**src/rtl/gf180mcu_ocd_io_pkg.sv**
```systemverilog
// Shared types and constants for the IO-ring supply sequencer.
`default_nettype none

package gf180mcu_ocd_io_pkg;

  typedef enum logic [1:0] {
    ST_OFF      = 2'd0,
    ST_DEBOUNCE = 2'd1,
    ST_RELEASE  = 2'd2,
    ST_ON       = 2'd3
  } pwr_state_t;

  localparam int                DROP_W   = 8;
  localparam logic [DROP_W-1:0] DROP_MAX = {DROP_W{1'b1}};

endpackage

`default_nettype wire

```
**src/rtl/gf180mcu_ocd_io__sync2.sv**
```systemverilog
// Two-flop synchroniser for a single asynchronous level, with selectable reset value.
`default_nettype none

module gf180mcu_ocd_io__sync2 #(
  parameter logic RESET_VAL = 1'b0
) (
  input  logic clk,
  input  logic rst_n,
  input  logic d,
  output logic q
);

  logic meta;

  always_ff @(posedge clk) begin
    if (!rst_n) begin
      meta <= RESET_VAL;
      q    <= RESET_VAL;
    end else begin
      meta <= d;
      q    <= meta;
    end
  end

endmodule

`default_nettype wire

```
**src/rtl/gf180mcu_ocd_io__pwr_seq.sv**
```systemverilog
// Pad-ring supply sequencer: debounces supply-good levels, releases isolation,
// then enables pads; any dropout forces the safe state and records a sticky fault.
`default_nettype none

module gf180mcu_ocd_io__pwr_seq
  import gf180mcu_ocd_io_pkg::*;
#(
  parameter int DEBOUNCE_CYCLES = 1024,
  parameter int ISO_DELAY       = 16,
  parameter int CNT_W           = 12
) (
  input  logic              CLK,
  input  logic              RESETN,
  input  logic              DVDD_OK,
  input  logic              VDD_OK,
  input  logic              CLR_FAULT,
  output logic              ISO_N,
  output logic              PAD_EN,
  output logic              PWR_GOOD,
  output logic              FAULT,
  output logic [DROP_W-1:0] DROP_CNT,
  output logic [1:0]        STATE
);

  localparam logic [CNT_W-1:0] DB_LAST  = CNT_W'(DEBOUNCE_CYCLES - 1);
  localparam logic [CNT_W-1:0] ISO_LAST = CNT_W'(ISO_DELAY - 1);

  logic dvdd_sync;
  logic vdd_sync;
  logic ok;

  gf180mcu_ocd_io__sync2 #(.RESET_VAL(1'b0)) u_sync_dvdd (
    .clk   (CLK),
    .rst_n (RESETN),
    .d     (DVDD_OK),
    .q     (dvdd_sync)
  );

  gf180mcu_ocd_io__sync2 #(.RESET_VAL(1'b0)) u_sync_vdd (
    .clk   (CLK),
    .rst_n (RESETN),
    .d     (VDD_OK),
    .q     (vdd_sync)
  );

  assign ok = dvdd_sync & vdd_sync;

  pwr_state_t        state;
  pwr_state_t        state_nxt;
  logic [CNT_W-1:0]  cnt;
  logic [CNT_W-1:0]  cnt_nxt;
  logic              dropout;
  logic              fault_nxt;
  logic [DROP_W-1:0] drop_nxt;

  always_comb begin
    state_nxt = state;
    cnt_nxt   = cnt;
    dropout   = 1'b0;
    case (state)
      ST_OFF: begin
        cnt_nxt = '0;
        if (ok) state_nxt = ST_DEBOUNCE;
      end
      ST_DEBOUNCE: begin
        if (!ok) begin
          state_nxt = ST_OFF;
          cnt_nxt   = '0;
        end else if (cnt == DB_LAST) begin
          state_nxt = ST_RELEASE;
          cnt_nxt   = '0;
        end else begin
          cnt_nxt = cnt + 1'b1;
        end
      end
      ST_RELEASE: begin
        if (!ok) begin
          state_nxt = ST_OFF;
          cnt_nxt   = '0;
        end else if (cnt == ISO_LAST) begin
          state_nxt = ST_ON;
          cnt_nxt   = '0;
        end else begin
          cnt_nxt = cnt + 1'b1;
        end
      end
      ST_ON: begin
        cnt_nxt = '0;
        if (!ok) begin
          state_nxt = ST_OFF;
          dropout   = 1'b1;
        end
      end
      default: begin
        state_nxt = ST_OFF;
        cnt_nxt   = '0;
      end
    endcase
  end

  // Clear is applied first so a coincident dropout still counts as the first event.
  always_comb begin
    fault_nxt = CLR_FAULT ? 1'b0 : FAULT;
    drop_nxt  = CLR_FAULT ? '0 : DROP_CNT;
    if (dropout) begin
      fault_nxt = 1'b1;
      if (drop_nxt != DROP_MAX) drop_nxt = drop_nxt + 1'b1;
    end
  end

  always_ff @(posedge CLK) begin
    if (!RESETN) begin
      state    <= ST_OFF;
      cnt      <= '0;
      ISO_N    <= 1'b0;
      PAD_EN   <= 1'b0;
      PWR_GOOD <= 1'b0;
      FAULT    <= 1'b0;
      DROP_CNT <= '0;
    end else begin
      state    <= state_nxt;
      cnt      <= cnt_nxt;
      ISO_N    <= (state_nxt == ST_RELEASE) || (state_nxt == ST_ON);
      PAD_EN   <= (state_nxt == ST_ON);
      PWR_GOOD <= (state_nxt == ST_ON);
      FAULT    <= fault_nxt;
      DROP_CNT <= drop_nxt;
    end
  end

  assign STATE = state;

endmodule

`default_nettype wire

```
**config.mk**
```make
export PLATFORM = sky130hd
export DESIGN_NAME = gf180mcu_ocd_io__pwr_seq
export DESIGN_NICKNAME = d
export VERILOG_FILES = /design/src/rtl/gf180mcu_ocd_io_pkg.sv /design/src/rtl/gf180mcu_ocd_io__sync2.sv /design/src/rtl/gf180mcu_ocd_io__pwr_seq.sv
export SDC_FILE = /design/constraint.sdc
export NUM_CORES = 1
export LEC_CHECK = 0
export CELL_PAD_IN_SITES_DETAIL_PLACEMENT = 0
export CELL_PAD_IN_SITES_GLOBAL_PLACEMENT = 1
export CORE_MARGIN = 4
export CORE_UTILIZATION = 42
export CTS_BUF_LIST = sky130_fd_sc_hd__clkbuf_4 sky130_fd_sc_hd__clkbuf_8
export DETAILED_ROUTE_END_ITERATION = 8
export GPL_TIMING_DRIVEN = 0
export PLACE_DENSITY = 0.81
export SLEW_MARGIN = 40
export SYNTH_ARGS = -nofsm -noshare
export SYNTH_HDL_FRONTEND = slang
export SYNTH_HIERARCHICAL = 1
export SYNTH_SLANG_ARGS = --single-unit
```
**constraint.sdc**
```tcl
create_clock -name CLK -period 1.9 [get_ports CLK]
set_clock_uncertainty 0.2 [all_clocks]
set_input_delay 0.285 -clock CLK [delete_from_list [all_inputs] [get_ports CLK]]
set_output_delay 0.285 -clock CLK [all_outputs]
set_load 0.01 [all_outputs]
```
# Yosys cells after proc, flatten, opt, wreduce, memory -nomap -nowiden
# Index checks and enable logic that the tools add are counted.
# word_totals
regBits,29
latch_bits,0
mem_bits_rw,0
rom_bits,0
input_bits,5
output_inout_bits,14
wordCells,44
memories,0
# op_classes
addsub,2
n_mul,0
n_div,0
magnitude_cmp,0
n_eq_ne,8
shift,0
muxes,19
n_bitwise,1
reduce_logical,4
# ops
op,n
12-bit 2-to-1 mux,4
12-bit case mux with 3 select lines,1
8-bit 2-to-1 mux,3
12-bit by 1-bit adder with 12-bit output (second input constant),1
12-bit by 10-bit equality test with 1-bit output (second input constant),1
12-bit by 4-bit equality test with 1-bit output (second input constant),1
2-bit 2-to-1 mux,6
8-bit by 1-bit adder with 8-bit output (second input constant),1
2-bit equality test (second input constant),4
8-bit != test (second input constant),1
2-bit case mux with 4 select lines,1
1-bit 2-to-1 mux,4
2-bit by 1-bit equality test with 1-bit output (second input constant),1
2-bit logical NOT,1
2-bit nonzero test,1
2-bit OR reduction,1
1-bit AND,1
1-bit logical OR,1

# Longest topological paths before layout
# Gate-level depths: netlist of the first run.
# depth
depth_word,6
depth_mapped,5
mapped_depth_nobuf,5

# By module
# Netlist of the first run, hierarchy kept.
# by_module_without_submodules
module,instances,cells_per_inst,area_each_um2,seq_area_each_um2
gf180mcu_ocd_io__pwr_seq,1,135,1178.6,480.5
gf180mcu_ocd_io__sync2,2,4,52.6,40.0

# Worst setup path after synthesis of the first run
# OpenSTA, ideal clock, no wires.
# synth_path
path_type,register to register
from,register DROP_CNT[1]
to,register DROP_CNT[0]
setup_ns,0.074
t_arrival_ns,1.448
t_required_ns,1.626
slack_ns,0.178
path_stages_with_launch,6
path_buffers,0
period_less_slack_ns,1.722
path_cell_list,dfxtp_1 and2b_2 ha_1 and4_4 or4b_1 o21ai_0
# synth_via
elab_chain_cells,4
# synth_lines
element,line_no,text
"start, declared",gf180mcu_ocd_io__pwr_seq.sv:21,"output logic [DROP_W-1:0] DROP_CNT,"
"start signal, assigned",gf180mcu_ocd_io__pwr_seq.sv:127,DROP_CNT <= drop_nxt;
8-bit 2-to-1 mux,gf180mcu_ocd_io__pwr_seq.sv:104,drop_nxt = CLR_FAULT ? '0 : DROP_CNT;
8-bit != test,gf180mcu_ocd_io__pwr_seq.sv:107,if (drop_nxt != DROP_MAX) drop_nxt = drop_nxt + 1'b1;
8-bit 2-to-1 mux,gf180mcu_ocd_io__pwr_seq.sv:107,
8-bit 2-to-1 mux,gf180mcu_ocd_io__pwr_seq.sv:105,if (dropout) begin
# Every way passes these cells.
# A chain may end at the register's enable or synchronous reset.

# Worst setup path in the final report of the first run
# layout_path
from,register DROP_CNT[2]
to,output port DROP_CNT[2]
# No word-level cell between the ends.

==> impl_metrics.csv, run 1 <==
group,metric,value,unit
flow_run,cap_violations,0,
clocking,clk_pin_slew_worst_paths,0.15,ns
setup_path,criticalPathCategory,"register to output pin",
place,gp_congestion,0.832,
global_route,grt_pass1_wl,4160,microns
die,die_w,63.3,microns
clocking,cts-root-buf,"clkbuf_4",
sta,layout_min_cycle_time,1.82,ns
die,core-area,2830,sq um
synthesis,synth_compound_area_share,12.0,%
clocking,cts_tree,"built",
die,dieArea,4000,sq um
synthesis,syn_nets,150,
sta,setup_viol,0,
sta,worstMarginPinSlew,0.599,ns
place,pre_cts_slack,-0.462,ns
drt,viasPerCell,5.55,
power_and_ir_drop,total_power,1000,uW
synthesis,post-synth-top-count-cell,"dfxtp_1",
synthesis,synth_fa_ha_area_share,1.95,%
setup_path,arrival,1.34,ns
min_path,min_path_type,"register to register",
drt,drtPass1Iterations,4,
synthesis,ys_ff_latch,28,
die,io_pins,19,
synthesis,synth_top_family_by_area,"simple AND/OR/NAND/NOR gates",
global_route,overflow,0,
power_and_ir_drop,power.leakage,0.000536,uW
setup_path,cp_top_family,"buffers and inverters",
die,rows,19,
place,io_buffers,18,
finish,layout.nets,176,
clocking,insertion_delay,0.33,ns
finish,fillCellCount,271,
drt,routed-via-count,1104,
setup_path,path_cells,"clkdlybuf4s50_1",
die,die_y,63.3,microns
synthesis,synth_mux_area_share,1.56,%
synthesis,synth_common_cells,"dfxtp_1, nor2_1, nand2_1",
synthesis,synth_edf_count,0,
finish,antenna_cells,0,
synthesis,synth_area,1280,sq um
setup_path,cp-start-kind,"register",
synthesis,yosys-top-cells-area,"dfxtp_1, nor2_1, nand3_1",
synthesis,syn_inst,143,
global_route,grt_util_all_layers,12.7,%
global_route,grt_pass1_vias,903,
place,hpwl,1920,microns
finish,final_cells,199,
finish,area_growth,26.5,%
outcome,outcome,"finished, final reports clean",
synthesis,async_flop_share,0,%
power_and_ir_drop,ir_drop,343,uV
setup_path,worstPathRequired,1.41,ns
synthesis,yosys.area.top_type,"dfxtp_1",
setup_path,path_buf_inv,1,
global_route,antenna_found_initial,0,
sta,fmax,549,MHz
clocking,htreeDepth,1,
synthesis,yosys_warnings,6,
place,dp.cells,192,
sta,hold_violations,0,
clocking,cts-buffers-inserted,3,
drt,ant_nets,0,
drt,first_iter_violations,46,
finish,layout-drive-gt1-share,15.5,%
sta,finalCritPeriodShare,95.8,%
clocking,numClockSinks,28,
synthesis,synth_ff_type,"dfxtp_1",
setup_path,end_kind,"output pin",
synthesis,ys_seq_area_share,43.7,%
synthesis,synth.distinct_cells,41,
setup_path,critPathMaxFanout,6,
sta,setup_slack,0.0792,ns
drt,wl_per_cell,13.1,microns
clocking,ctsHoldBuffers,0,
sta,whs,0.245,ns
setup_path,crit_path_max_incr_delay,0.57,ns
synthesis,yosys.area_share.xor_xnor,6.82,%
global_route,grt_max_degree,17,
setup_path,cp_slowest_cell,"clkdlybuf4s50_1",
sta,final_max_slew_viol_count,0,
drt,drc_errors,0,
power_and_ir_drop,power_density,618,nW/um^2
drt,wirelength,2600,microns
synthesis,syn_avg_cell_area,8.98,sq um
clocking,clockBufferDepth,2,
synthesis,yosys.area_share.simple,30.4,%
sta,relSlewSlack,59.7,%
synthesis,synthDominantCellAreaShare,43.7,%
die,start_util,45.4,%
power by group:
group	total, uW	internal, uW	switching (uW)
logic	22.8	11.9	10.9
registers	592	590	1.76
clock network	389	213	175
total	1000	815	188
cell families after synthesis:
kind of cell / count (synthesis)
multiplexers: 2
AND/OR/NAND/NOR: 71
adder cells (fa/ha/maj): 2
flip-flops: 28
AO/OA/AOI/OAI: 20
buffers and inverters: 10
XOR/XNOR: 10
per-layer routing:
| metal | GRT usage (%) | vias up | routed length (microns) |
|---|---|---|---|
| li1 | - | 563 | - |
| met1 | 18.7 | 501 | 1290 |
| met2 | 18.1 | 36 | 1090 |
| met3 | 2.66 | 4 | 188 |
| met4 | 4.85 | 0 | 42 |
| met5 | 0 | - | 0 |
sequential cells by signal (all words and copies together), names as in the netlist:
| signal | flops |
|---|---|
| STATE | 2 |
| DROP_CNT | 8 |
| u_sync_vdd/meta | 1 |
| cnt | 12 |
| u_sync_vdd/q | 1 |
| FAULT | 1 |
| PWR_GOOD | 1 |
| u_sync_dvdd/meta | 1 |
| u_sync_dvdd/q | 1 |
final timing paths:
| path | start | to | slack, ns | depth (start not counted) |
|---|---|---|---|---|
| worst max-delay path | DROP_CNT[2]$_SDFF_PN0_ | DROP_CNT[2] | 0.08 | 1 |
| worst min-delay path | u_sync_vdd/meta$_SDFF_PN0_ | u_sync_vdd/q$_SDFF_PN0_ | 0.25 | 1 |
| worst max register to register | cnt[9]$_SDFF_PN0_ | cnt[10]$_SDFF_PN0_ | 0.10 | 4 |
| worst min register to register | u_sync_vdd/meta$_SDFF_PN0_ | u_sync_vdd/q$_SDFF_PN0_ | 0.25 | 1 |
layout make-up:
| cell class | instances | area [sq um] | area share, % |
|---|---|---|---|
| Buffer | 5 | 27.5 | 1.69 |
| Clock buffer | 3 | 22.5 | 1.39 |
| Clock inverter | 1 | 30.0 | 1.85 |
| Inverter | 5 | 18.8 | 1.16 |
| Multi-Input combinational cell | 106 | 726 | 44.7 |
| Sequential cell | 28 | 567 | 34.9 |
| Tap cell | 31 | 38.8 | 2.39 |
| Timing Repair Buffer | 20 | 194 | 11.9 |
per-stage QoR:
step / TNS, ns / area, sq um / util (%)
finish: 0 / 1620 / 57.4
global route: -0.0109 / 1620 / 57.4
CTS: 0 / 1560 / 55.2
detailed placement: -4.13 / 1500 / 53.1
global placement: -3.11 / 1500 / 53.1
floorplan: 0 / 1280 / -
timing repair:
action                                  4_1_cts  5_1_grt
buffers inserted                              0        2
pin swaps                                     0        2
resized for setup                             3        8
endpoints found under the setup margin       14       15
cloned                                        0        1
cells in the final DEF (no fill, tap or decap), types with 3 or more instances in the layout:
master	n
dfxtp_1	25
nor2_1	17
clkdlybuf4s50_1	17
nand2_1	12
nand3_1	11
xnor2_1	6
inv_1	5
nand4_1	5
and3_1	4
xor2_1	4
buf_4	4
and2_1	4
o21ai_0	3
nor3_1	3
clkbuf_4	3
No activity file was read; power rests on OpenSTA's default activity.
==> inputs of run 2 (changes only) <==
--- a/config.mk
+++ b/config.mk
@@ -5,6 +5,7 @@
 export SDC_FILE = /design/constraint.sdc
 export NUM_CORES = 1
 export LEC_CHECK = 0
+export CAP_MARGIN = 20
 export CELL_PAD_IN_SITES_DETAIL_PLACEMENT = 0
 export CELL_PAD_IN_SITES_GLOBAL_PLACEMENT = 1
 export CORE_MARGIN = 4
@@ -13,7 +14,7 @@
 export DETAILED_ROUTE_END_ITERATION = 8
 export GPL_TIMING_DRIVEN = 0
 export PLACE_DENSITY = 0.81
-export SLEW_MARGIN = 40
+export SLEW_MARGIN = 25
 export SYNTH_ARGS = -nofsm -noshare
 export SYNTH_HDL_FRONTEND = slang
 export SYNTH_HIERARCHICAL = 1
==> results of run 2 <==
No change in the layout: final DEF, timing and power equal those of run 1.
